[src/rtl/fifo_uart_tx.sv]
// FIFO-draining UART transmitter: pulls one byte per frame from the byte FIFO
// and shifts it out LSB first with optional parity and one or two stop bits.
module fifo_uart_tx #(
  parameter int CLKS_PER_BIT = 16,
  parameter int PARITY       = 0,
  parameter int STOP_BITS    = 1
) (
  input  logic       clk,
  input  logic       rst,
  input  logic       enable,
  input  logic [7:0] fifo_out,
  input  logic       fifo_empty,
  output logic       fifo_re,
  output logic       txd,
  output logic       busy,
  output logic       tx_done
);

  localparam int BW = (CLKS_PER_BIT > 1) ? $clog2(CLKS_PER_BIT) : 1;
  localparam logic [BW-1:0] BAUD_LAST = BW'(CLKS_PER_BIT - 1);
  localparam logic HAS_PAR   = (PARITY != 0);
  localparam logic ODD_PAR   = (PARITY == 2);
  localparam logic STOP_LAST = (STOP_BITS == 2);

  typedef enum logic [2:0] {IDLE, FETCH, LOAD, START, DATA, PAR, STOP} state_t;

  state_t          state, state_n;
  logic [BW-1:0]   baud_cnt, baud_n;
  logic [2:0]      bit_cnt, bit_n;
  logic            stop_cnt, stop_n;
  logic [7:0]      shift_reg, shift_n;
  logic            par_bit, par_n;
  logic            re_n, txd_n, busy_n, done_n;
  logic            bit_end;

  assign bit_end = (baud_cnt == BAUD_LAST);

  always_ff @(posedge clk) begin
    if (!rst) begin
      state     <= IDLE;
      baud_cnt  <= '0;
      bit_cnt   <= '0;
      stop_cnt  <= 1'b0;
      shift_reg <= '0;
      par_bit   <= 1'b0;
      fifo_re   <= 1'b0;
      txd       <= 1'b1;
      busy      <= 1'b0;
      tx_done   <= 1'b0;
    end else begin
      state     <= state_n;
      baud_cnt  <= baud_n;
      bit_cnt   <= bit_n;
      stop_cnt  <= stop_n;
      shift_reg <= shift_n;
      par_bit   <= par_n;
      fifo_re   <= re_n;
      txd       <= txd_n;
      busy      <= busy_n;
      tx_done   <= done_n;
    end
  end

  always_comb begin
    state_n = state;
    baud_n  = baud_cnt;
    bit_n   = bit_cnt;
    stop_n  = stop_cnt;
    shift_n = shift_reg;
    par_n   = par_bit;
    // The baud counter only runs while a bit is actually on the line
    if (state inside {START, DATA, PAR, STOP})
      baud_n = bit_end ? '0 : baud_cnt + 1'b1;
    case (state)
      IDLE:  if (enable && !fifo_empty) state_n = FETCH;
      FETCH: state_n = LOAD;
      LOAD: begin
        shift_n = fifo_out;
        par_n   = (^fifo_out) ^ ODD_PAR;
        baud_n  = '0;
        bit_n   = '0;
        stop_n  = 1'b0;
        state_n = START;
      end
      START: if (bit_end) state_n = DATA;
      DATA: if (bit_end) begin
        shift_n = {1'b0, shift_reg[7:1]};
        bit_n   = bit_cnt + 1'b1;
        if (bit_cnt == 3'd7) state_n = HAS_PAR ? PAR : STOP;
      end
      PAR: if (bit_end) state_n = STOP;
      STOP: if (bit_end) begin
        if (stop_cnt == STOP_LAST) state_n = IDLE;
        else stop_n = 1'b1;
      end
      default: state_n = IDLE;
    endcase
  end

  // Outputs are registered, so they are derived from the upcoming state
  always_comb begin
    re_n   = (state == IDLE) && (state_n == FETCH);
    busy_n = (state_n != IDLE);
    done_n = (state == STOP) && (state_n == IDLE);
    case (state_n)
      START:   txd_n = 1'b0;
      DATA:    txd_n = shift_n[0];
      PAR:     txd_n = par_n;
      default: txd_n = 1'b1;
    endcase
  end

endmodule

[config.mk]
export PLATFORM = sky130hd
export DESIGN_NAME = fifo_uart_tx
export DESIGN_NICKNAME = d
export VERILOG_FILES = /design/src/rtl/fifo_uart_tx.sv
export SDC_FILE = /design/constraint.sdc
export NUM_CORES = 1
export LEC_CHECK = 0
export CAP_MARGIN = 20
export CORE_UTILIZATION = 45
export CTS_CLUSTER_DIAMETER = 30
export DETAILED_ROUTE_END_ITERATION = 10
export PLACE_DENSITY = 0.72
export RECOVER_POWER = 25
export SLEW_MARGIN = 20
export SYNTH_ARGS = -nofsm -noshare
export SYNTH_HDL_FRONTEND = slang
export SYNTH_SLANG_ARGS = --single-unit
[constraint.sdc]
create_clock -name clk -period 3.53 [get_ports clk]
set_clock_uncertainty 0.2 [all_clocks]
set_input_delay 0.706 -clock clk [delete_from_list [all_inputs] [get_ports clk]]
set_output_delay 0.706 -clock clk [all_outputs]
set_load 0.01 [all_outputs]
Yosys cells after proc, flatten, opt, wreduce, memory -nomap -nowiden
Index checks and enable logic that the tools add are counted.
{"block": "classes", "addsub": 2, "eq_ne": 14, "muxes": 18, "n_bitwise": 1, "n_reduce_logical": 14}
{"operator": "2-to-1 mux 3 bit", "n": 8}
{"operator": "one-hot mux 3 bit (7 select lines)", "n": 1}
{"operator": "== test 3 bit, second input constant", "n": 6}
{"operator": "one-hot mux 8 bit (2 select lines)", "n": 1}
{"operator": "== test 3 x 2 -> 1 bit, second input constant", "n": 3}
{"operator": "2-to-1 mux 8 bit", "n": 1}
{"operator": "XOR reduction 8 bit", "n": 1}
{"operator": "== test 3 x 1 -> 1 bit, second input constant", "n": 2}
{"operator": "zero test 3 bit", "n": 2}
{"operator": "one-hot mux 3 bit (2 select lines)", "n": 1}
{"operator": "adder 4 x 1 -> 4 bit, second input constant", "n": 1}
{"operator": "== test 4 bit, second input constant", "n": 1}
{"operator": "2-to-1 mux 4 bit", "n": 1}
{"operator": "!= test 2 bit, second input constant", "n": 2}
{"operator": "AND reduction 2 bit", "n": 2}
{"operator": "nonzero test 2 bit", "n": 2}
{"operator": "nonzero test 4 bit", "n": 1}
{"operator": "adder 3 x 1 -> 3 bit, second input constant", "n": 1}
{"operator": "logical AND 1 bit", "n": 3}
{"operator": "2-to-1 mux 1 bit", "n": 3}
{"operator": "one-hot mux 1 bit (3 select lines)", "n": 1}
{"operator": "nonzero test 3 bit", "n": 1}
{"operator": "one-hot mux 1 bit (2 select lines)", "n": 1}
{"operator": "OR reduction 2 bit", "n": 1}
{"operator": "2 further kinds", "n": 2}
{"block": "word_totals", "ff_bits": 24, "inputBits": 12, "output_inout_bits": 4, "wordCells": 60}

Depth between registers and ports, before layout
Gate-level depths: netlist of run 1.
{"block": "logic_depth", "depth_word": 6, "depth_mapped": 7, "depth_no_buf": 7}

Least setup slack after synthesis of run 1
No wires, ideal clock.
{"block": "synth_timing", "path_type": "register to register", "from": "register baud_cnt[0]", "to": "register txd", "setup_ps": 122, "t_arrival_ps": 1629, "t_required_ps": 3208, "setup_slack_ps": 1579, "stages_incl_launch_ff": 7, "n_path_buf": 0, "synth_period_minus_slack_ps": 1951, "path_cell_list": "dfxtp_1 > ha_1 > and3_4 > a31oi_4 > a221oi_2 > nor2b_1 > o32a_1"}
{"block": "synth_between", "elab_chain_len": 5, "word_cells_on_any_way": 12, "cone_classes": "eq/ne (4); mux (8)"}
{"item": "from (decl)", "line": "28", "rtl": "logic [BW-1:0] baud_cnt, baud_n;"}
{"item": "from (signal assigned)", "line": "52", "rtl": "baud_cnt <= baud_n;"}
{"item": "== test 4 bit (*)", "line": "36", "rtl": "assign bit_end = (baud_cnt == BAUD_LAST);"}
{"item": "2-to-1 mux 3 bit (on tied branches)"}
{"item": "one-hot mux 3 bit (7 select lines)", "line": "74", "rtl": "case (state)"}
{"item": "== test 3 bit / == test 3 x 2 -> 1 bit (equally long branches)", "line": "105", "rtl": "case (state_n)"}
{"item": "one-hot mux 1 bit (3 select lines) (*)", "line": "105"}
{"item": "to (signal assigned)", "line": "58", "rtl": "txd <= txd_n;"}
{"item": "to (decl)", "line": "14", "rtl": "output logic txd,"}
Every way passes the cells marked *; elsewhere a longest branch is shown, timed or not. The select of a mux whose other input is x is not followed.
A chain may end at the register's enable or synchronous reset.

Worst setup path in the final report of run 1
{"block": "layout_timing", "from": "register state[1]", "to": "register txd"}
{"block": "layout_between", "elab_chain_len": 5, "word_cells_on_any_way": 21, "cone_classes": "eq/ne (9); mux (11); reduce/logical (1)"}
{"item": "from (decl)", "line": "27", "rtl": "state_t state, state_n;"}
{"item": "from (signal assigned)", "line": "51", "rtl": "state <= state_n;"}
{"item": "2-to-1 mux 3 bit (on tied branches)", "line": "93, 89"}
{"item": "2-to-1 mux 3 bit (on tied branches)", "line": "92, 86"}
{"item": "one-hot mux 3 bit (7 select lines)", "line": "74"}
{"item": "== test 3 bit / == test 3 x 2 -> 1 bit (equally long branches)", "line": "105"}
{"item": "one-hot mux 1 bit (3 select lines) (*)", "line": "105"}
Every way passes the cells marked *; elsewhere a longest branch is shown, timed or not.

==> flow_summary.ini, run 1 <==
[yosys]
synth_area_um2 = 1250
synth_cells = 141
ys_ff_latch = 24
synthFlopType = sky130_fd_sc_hd__dfxtp_1
syn-mean-instance-area_um2 = 8.86
netlist-cell-type-count = 44
yosysWarningCount = 0
synth_enable_flop_cells = 0
synth-seq-area-share_pct = 38.5
postSynth.asyncResetShare_pct = 0
mappedNetlistNets = 156

[grt]
grt_pass1_wl_mm = 4.15
antenna_found_initial = 0
track_usage_pct = 19.8
grt_pass1_vias = 907
pin_count_of_the_biggest_net_entering_global_routing = 21
grt_ovf = 0

[timing]
fmax_mhz = 405
timing.final.setup_violations = 0
timing_max_transition_violations_final = 0
slew_headroom_pct = 47.1
period_minus_ws_final_ps = 2470
fin_worst_hold_slack_ps = 265
final.period_utilization_pct = 70.0
timing_hold_violations_final = 0
worst-slew-pin-transition_ps = 793
fin_setup_tns_ps = 0
grt_setup_unrepaired = no

[clock_network]
cts_setup_buffers = 0
postcts_resize_cnt = 0
cts_made_buffers = 3
clock_tree_from_tritoncts = yes
clockRootBuffer = sky130_fd_sc_hd__clkbuf_4
clkTransAtPathRegs_ps = 130
cts.sinks = 24
ctsHoldBuffers = 0
clock_latency_ps = 320
cts_buffer_depth = 2
htree_levels = 1

[cells_and_area]
layout_commonest_cell = sky130_fd_sc_hd__dfxtp_1
layout.cells.most_common_list = 24 x sky130_fd_sc_hd__dfxtp_1, 17 x sky130_fd_sc_hd__nand2_1, 14 x sky130_fd_sc_hd__nor2_1, 14 x sky130_fd_sc_hd__clkdlybuf4s50_1, 13 x sky130_fd_sc_hd__a21oi_1
relative_area_change_from_synthesis_to_final_layout_pct = 14.6
drive_above_1_share_pct = 9.80
finish.net_count = 169
fillCellCount = 242
max_ffs_per_register = 8
final-seq-area_um2 = 480
insertedDiodeCount = 0
area_occupied_by_multi_input_gates_um2 = 708

[routing]
detailed_route_wl_mm = 2.52
vias_after_detailed_routing = 1021
vias_per_cell = 5.58
drt_pass1_iterations = 4
ant_nets = 0
drcViolationCount = 0
avgRoutedWirePerCell_um = 13.8
initialDrtViolationCount = 14

[floorplanning]
ioPinCount = 16
std_cell_rows = 18
initial_core_util_pct = 49.1
die_w_um = 54.7
die_h_um = 54.7
fp.dieArea_um2 = 2990
fp.coreArea_um2 = 2540

[placement]
numPortBuffers = 15
place.gp.congestion = 0.793
place_hpwl_mm = 1.78

[job]
drv.max_cap_violation_count = 0

[power]
ir_worst_vdd_v = 0.000272
cellLeakagePower_nw = 0.485
power.density_nw_per_um2 = 378

[outcome]
run_status = complete, no violations

[min_path]
worstHoldStart = shift_reg[5]$_SDFFE_PN0P_
timing.hold.worst.class = flop to flop
min_path_cells = 2
hold_path_end = shift_reg[5]$_SDFFE_PN0P_

[worst_setup_path]
worst_path_largest_cell_delay_ps = 700
cp.arrival_ps = 2490
timing.critical_path.slowest_stage_cell = sky130_fd_sc_hd__dfxtp_1
required_arrival_time_at_the_worst_endpoint_ps = 3550
critical_path_class = flop to flop
r2r_end = txd$_SDFF_PN1_
worstPathBufferInverterCount = 0
cpLargestDelayFamily = compound AO/OA/AOI/OAI gates
endpoint_kind = flop
worstSetupStartpointType = flop
worstPathCellList = nor3b_4, a31oi_4, a221oi_2, nor2b_1, o32a_1
timing.reg2reg.worst_path_depth = 5
r2r-start = state[1]$_SDFF_PN0_
worstPathMaxFanout = 18
reg2reg_slack_ps = 1060
-- cell families after synthesis --
group	after synthesis	share of synthesized area (%)
compound gates	41	24.5
xor+xnor	8	6.21
fa+ha+maj	3	3.01
buf+inv	11	4.51
flops	24	38.5
simple gates	54	23.3
-- how the worst max path moves through the flow --
stage,end,slack (ps),from,cells past startpoint
final,txd$_SDFF_PN1_,1060,state[1]$_SDFF_PN0_,5
after global routing,txd$_SDFF_PN1_,890,state[1]$_SDFF_PN0_,5
after CTS,txd$_SDFF_PN1_,1090,state[1]$_SDFF_PN0_,5
after detailed placement,txd$_SDFF_PN1_,1040,enable,6
after global placement,txd$_SDFF_PN1_,1080,enable,6
after floorplan,txd$_SDFF_PN1_,1580,baud_cnt[0]$_SDFFE_PP0P_,6
-- area by class of cell --
| type | instances | area share [%] |
|---|---|---|
| Timing Repair Buffer | 16 | 11.0 |
| Inverter | 3 | 0.787 |
| Clock buffer | 4 | 2.53 |
| Tap cell | 30 | 2.62 |
| Sequential cell | 24 | 33.6 |
| Multi-Input combinational cell | 106 | 49.5 |
-- worst min-delay path, stage by stage, from the launching register on --
cell,delay (ps)
sky130_fd_sc_hd__dfxtp_1,330
sky130_fd_sc_hd__nand2_1,50
sky130_fd_sc_hd__a21oi_1,50
-- power breakdown --
part / total [W] / switching, W / leakage [nW] / internal [W]
clock: 0.000145 / 0.0000819 / 0.0210 / 0.0000632
combinational: 0.0000988 / 0.0000478 / 0.270 / 0.0000510
sequential: 0.000298 / 0.0000144 / 0.195 / 0.000283
-- routing by layer --
layer  vias up  track usage (%)  part of all wire, %
met5         -                0                    0
met4         0             8.12                  1.9
met3         6             5.00                  2.7
met2        13             30.3                   46
met1       466             26.0                   50
li1        536                -                    -
-- synthesized netlist by cell type (2+ instances only) --
| cell | n | area (um^2) |
|---|---|---|
| sky130_fd_sc_hd__a21oi_1 | 12 | 60.1 |
| sky130_fd_sc_hd__a22oi_1 | 9 | 67.6 |
| sky130_fd_sc_hd__xnor2_1 | 7 | 61.3 |
| sky130_fd_sc_hd__and3_1 | 2 | 12.5 |
| sky130_fd_sc_hd__inv_1 | 2 | 7.51 |
| sky130_fd_sc_hd__nand3_1 | 5 | 25.0 |
| sky130_fd_sc_hd__nor2_1 | 14 | 52.6 |
| sky130_fd_sc_hd__clkbuf_1 | 2 | 7.51 |
| sky130_fd_sc_hd__ha_1 | 3 | 37.5 |
| sky130_fd_sc_hd__nand2_1 | 17 | 63.8 |
| sky130_fd_sc_hd__dfxtp_1 | 24 | 480 |
| sky130_fd_sc_hd__nor2b_1 | 2 | 12.5 |
| sky130_fd_sc_hd__buf_2 | 3 | 15.0 |
| sky130_fd_sc_hd__a211oi_1 | 4 | 30.0 |
| sky130_fd_sc_hd__o21ai_0 | 2 | 10.0 |
| sky130_fd_sc_hd__nand2b_1 | 2 | 12.5 |
| sky130_fd_sc_hd__o31a_1 | 3 | 26.3 |
| sky130_fd_sc_hd__o32a_1 | 2 | 20.0 |
-- through the flow --
stage          setup WS [ps]  util [%]  cells  total power (W)  cell area (um^2)
2_1_floorplan           1580         -    141         0.000371              1250
3_3_place_gp            1080      55.0    179         0.000401              1400
3_5_place_dp            1040      55.0    179         0.000402              1400
4_1_cts                 1090      56.4    183         0.000544              1440
5_1_grt                  886      56.2    183         0.000568              1430
6_report                1060      56.2    183         0.000542              1430
Power figures use the tool's default switching activity.
==> inputs of run 2 (changes only) <==
- PLACE_DENSITY: 0.72 -> 0.75
- clock period: 3.53 -> 2.1 ns (I/O delays scaled with it)
==> flow_summary.ini, run 2 (same netlist as run 1, synthesis figures left out) <==
[outcome]
run_status = complete, no violations

[clock_network]
clock_latency_ps = 310
cts_setup_buffers = 0
cts.sinks = 24
cts_made_buffers = 3
clock_tree_from_tritoncts = yes
clockRootBuffer = sky130_fd_sc_hd__clkbuf_4
ctsHoldBuffers = 0
cts_buffer_depth = 2
htree_levels = 1
postcts_resize_cnt = 1
clkTransAtPathRegs_ps = 130

[cells_and_area]
final_util_pct = 61.4
insertedDiodeCount = 0
relative_area_change_from_synthesis_to_final_layout_pct = 25.1
finish.net_count = 184
max_ffs_per_register = 8
layout_commonest_cell = sky130_fd_sc_hd__dfxtp_1
fin_area_um2 = 1560
layout.cells.most_common_list = 21 x sky130_fd_sc_hd__dfxtp_1, 17 x sky130_fd_sc_hd__nand2_1, 15 x sky130_fd_sc_hd__clkdlybuf4s50_1, 15 x sky130_fd_sc_hd__buf_4, 14 x sky130_fd_sc_hd__nor2_1
drive_above_1_share_pct = 20.8
fillCellCount = 226

[routing]
vias_per_cell = 5.54
avgRoutedWirePerCell_um = 13.4
ant_nets = 0
detailed_route_wl_mm = 2.65
drt_pass1_iterations = 4
vias_after_detailed_routing = 1097
initialDrtViolationCount = 37
drcViolationCount = 0

[timing]
period_minus_ws_final_ps = 1930
slew_headroom_pct = 74.7
fin_worst_hold_slack_ps = 269
timing.final.setup_violations = 0
timing_max_transition_violations_final = 0
worst-slew-pin-transition_ps = 380
final.period_utilization_pct = 92.0
finalWorstSetupSlack_ps = 167
timing_hold_violations_final = 0
fmax_mhz = 517

[worst_setup_path]
required_arrival_time_at_the_worst_endpoint_ps = 2120
timing.critical_path.slowest_stage_cell = sky130_fd_sc_hd__dfxtp_1
cp.arrival_ps = 1950
worstSetupStartpointType = flop
worstPathMaxFanout = 7
worstPathCellList = buf_4, inv_1, a22oi_1, o31a_1, a211oi_1, o32a_1
worst_path_largest_cell_delay_ps = 540
critical_path_class = flop to flop
endpoint_kind = flop

[floorplanning]
die_h_um = 54.7
fp.coreArea_um2 = 2540
die_w_um = 54.7
initial_core_util_pct = 49.1
std_cell_rows = 18
fp.dieArea_um2 = 2990
ioPinCount = 16

[grt]
track_usage_pct = 21.1
grt_ovf = 0
antenna_found_initial = 0
grt_pass1_vias = 1030
pin_count_of_the_biggest_net_entering_global_routing = 19
grt_pass1_wl_mm = 4.53

[power]
ir_worst_vdd_v = 0.000636
power.density_nw_per_um2 = 601
power_switching_share_pct = 26.6
pwr-share-comb_pct = 21.1
p_seq_share_pct = 53.0
total_power_w = 0.000939
power.share.clock_pct = 25.9
net-switching-power_w = 0.000250
cellLeakagePower_nw = 0.558
p_int_w = 0.000689

[placement]
place.gp.congestion = 0.791
placed_cell_area_um2 = 1510
place_hpwl_mm = 2.01
place_worst_setup_slack_ps = -32.0
numPortBuffers = 15

[job]
drv.max_cap_violation_count = 0

[min_path]
timing.hold.worst.class = flop to flop
run 2: routing by layer:
metal  track usage, %  wire length, um
met5                0                0
met4             3.85               12
met3             5.83               97
met2             35.7             1270
met1             26.4             1270
run 2: worst max-delay path: cells and delay by family (launching register included):
family / cells / cell delay [ps]
compound gates: 4 / 840
flops: 1 / 540
buf+inv: 2 / 250
run 2: power groups by stage:
stage	registers [W]	clock network [W]	logic, W
after floorplan	0.000498	0	0.000126
after global placement	0.000506	0	0.000192
after detailed placement	0.000506	0	0.000195
after CTS	0.000496	0.000247	0.000198
after global routing	0.000502	0.000263	0.000219
final	0.000497	0.000244	0.000198
run 2: worst paths after layout:
check,startpoint,endpoint,slack [ps],depth (start not counted)
min,shift_reg[4]$_SDFFE_PN0P_,shift_reg[4]$_SDFFE_PN0P_,270,2
max reg2reg,state[2]$_SDFF_PN0_,txd$_SDFF_PN1_,170,6
min reg2reg,shift_reg[4]$_SDFFE_PN0P_,shift_reg[4]$_SDFFE_PN0P_,270,2
max,state[2]$_SDFF_PN0_,txd$_SDFF_PN1_,170,6
run 2: area by class of cell:
| cell class | count | area (um^2) | area share [%] |
|---|---|---|---|
| flip-flops and latches | 24 | 484 | 31.0 |
| well taps | 30 | 37.5 | 2.40 |
| repair buffers | 31 | 268 | 17.1 |
| inverters | 3 | 11.3 | 0.721 |
| multi-input cells | 106 | 724 | 46.4 |
| clock buffers | 4 | 36.3 | 2.32 |
run 2: per-stage QoR:
step	TNS (ps)	instances
floorplan	0	141
global placement	-4.74	194
detailed placement	-32.0	194
CTS	0	198
global route	-1.52	198
finish	0	198
==> inputs of run 3 (changes only) <==
- CORE_MARGIN: default -> 2
- DONT_BUFFER_PORTS: default -> 1
- PLACE_DENSITY: 0.75 -> 0.67
==> flow_summary.ini, run 3 (same netlist as run 1, synthesis figures left out) <==
[placement]
numPortBuffers = 0
place_worst_setup_slack_ps = 67.7
place.gp.congestion = 0.823
place_hpwl_mm = 1.73

[worst_setup_path]
critical_path_class = flop to flop
worst_path_largest_cell_delay_ps = 650
timing.critical_path.slowest_stage_cell = sky130_fd_sc_hd__dfxtp_1
cp.arrival_ps = 2000
worstSetupStartpointType = flop
required_arrival_time_at_the_worst_endpoint_ps = 2120
worstPathCellList = nand2_2, o32a_1, a21oi_2, nand2_1, o32a_1
worstPathMaxFanout = 11
path_common_cell = sky130_fd_sc_hd__o32a_1
endpoint_kind = flop

[timing]
grt_setup_unrepaired = no
timing_hold_violations_final = 0
fmax_mhz = 505
period_minus_ws_final_ps = 1980
final.period_utilization_pct = 94.4
worst-slew-pin-transition_ps = 485
fin_setup_tns_ps = 0
finalWorstSetupSlack_ps = 118
timing_max_transition_violations_final = 0
fin_worst_hold_slack_ps = 14.2
slew_headroom_pct = 67.6
timing.final.setup_violations = 0

[cells_and_area]
area_occupied_by_multi_input_gates_um2 = 724
relative_area_change_from_synthesis_to_final_layout_pct = 10.0
final-seq-area_um2 = 482
layout.cells.most_common_list = 23 x sky130_fd_sc_hd__dfxtp_1, 17 x sky130_fd_sc_hd__nand2_1, 14 x sky130_fd_sc_hd__nor2_1, 12 x sky130_fd_sc_hd__a21oi_1, 9 x sky130_fd_sc_hd__a22oi_1
finish.net_count = 160
max_ffs_per_register = 8
layout_commonest_cell = sky130_fd_sc_hd__dfxtp_1
insertedDiodeCount = 0
fillCellCount = 255
drive_above_1_share_pct = 16.7

[outcome]
run_status = complete, no violations

[routing]
drt_pass1_iterations = 5
vias_per_cell = 5.68
ant_nets = 0
detailed_route_wl_mm = 2.33
vias_after_detailed_routing = 994
initialDrtViolationCount = 38
avgRoutedWirePerCell_um = 13.3
drcViolationCount = 0

[clock_network]
cts.sinks = 24
clkTransAtPathRegs_ps = 140
clockRootBuffer = sky130_fd_sc_hd__clkbuf_4
clock_tree_from_tritoncts = yes
cts_made_buffers = 3
cts_buffer_depth = 2
htree_levels = 1
ctsHoldBuffers = 0
cts_setup_buffers = 0
clock_latency_ps = 320

[floorplanning]
die_h_um = 56.7
ioPinCount = 16
die_w_um = 56.7
fp.coreArea_um2 = 2690
std_cell_rows = 19
initial_core_util_pct = 46.5
fp.dieArea_um2 = 3210

[grt]
grt_pass1_wl_mm = 4.06
antenna_found_initial = 0
grt_ovf = 0
track_usage_pct = 16.0
pin_count_of_the_biggest_net_entering_global_routing = 19
grt_pass1_vias = 926

[power]
ir_worst_vdd_v = 0.000496
power.density_nw_per_um2 = 712
cellLeakagePower_nw = 0.465

[min_path]
timing.hold.worst.class = input port to flop

[job]
drv.max_cap_violation_count = 0
-- run 3: metrics by stage --
stage	total power, W	std cells	util (%)	instance area [um^2]
4_1_cts	0.000989	175	50.6	1360
3_3_place_gp	0.000649	171	48.7	1310
6_report	0.000978	175	51.1	1370
3_5_place_dp	0.000651	171	48.7	1310
5_1_grt	0.00102	175	51.1	1370
2_1_floorplan	0.000624	141	-	1250
-- run 3: final timing paths --
kind              depth (start not counted)  slack, ps                         to                      start
setup reg to reg                          5        120             txd$_SDFF_PN1_        state[0]$_SDFF_PN0_
setup / recovery                          5        120             txd$_SDFF_PN1_        state[0]$_SDFF_PN0_
hold reg to reg                           2        270  shift_reg[4]$_SDFFE_PN0P_  shift_reg[4]$_SDFFE_PN0P_
hold / removal                            2         10         tx_done$_SDFF_PN0_                        rst
-- run 3: report_power, final --
| group | internal [W] | total (W) | switching, W |
|---|---|---|---|
| Sequential | 0.000477 | 0.000501 | 0.0000237 |
| Clock | 0.000193 | 0.000335 | 0.000142 |
| Combinational | 0.0000676 | 0.000142 | 0.0000739 |
-- run 3: area by class of cell --
cell class	instances	share of cell area, %
Multi-Input combinational cell	106	52.7
Sequential cell	24	35.1
Timing Repair Buffer	7	4.74
Tap cell	31	2.82
Clock inverter	1	2.19
Clock buffer	3	1.64
Inverter	3	0.820
-- run 3: metal layers --
metal	part of all wire (%)	vias to the layer above	routed length (um)	global-route usage [%]
met1	48	454	1130	21.7
met5	0	-	0	0
met3	4.2	4	97	2.76
li1	-	516	-	-
met4	1.0	0	24	7.14
met2	46	20	1080	24.8
-- run 3: critical path: cells and delay by family (launching register included) --
kind             cells  cell delay (ps)
flip-flops           1              650
AO/OA/AOI/OAI        3              820
AND/OR/NAND/NOR      2              210
-- run 3: what timing repair did --
item | CTS | global route
gates resized for setup | 0 | 3
endpoints found under the hold margin | 0 | 0
endpoints found under the setup margin | 0 | 1
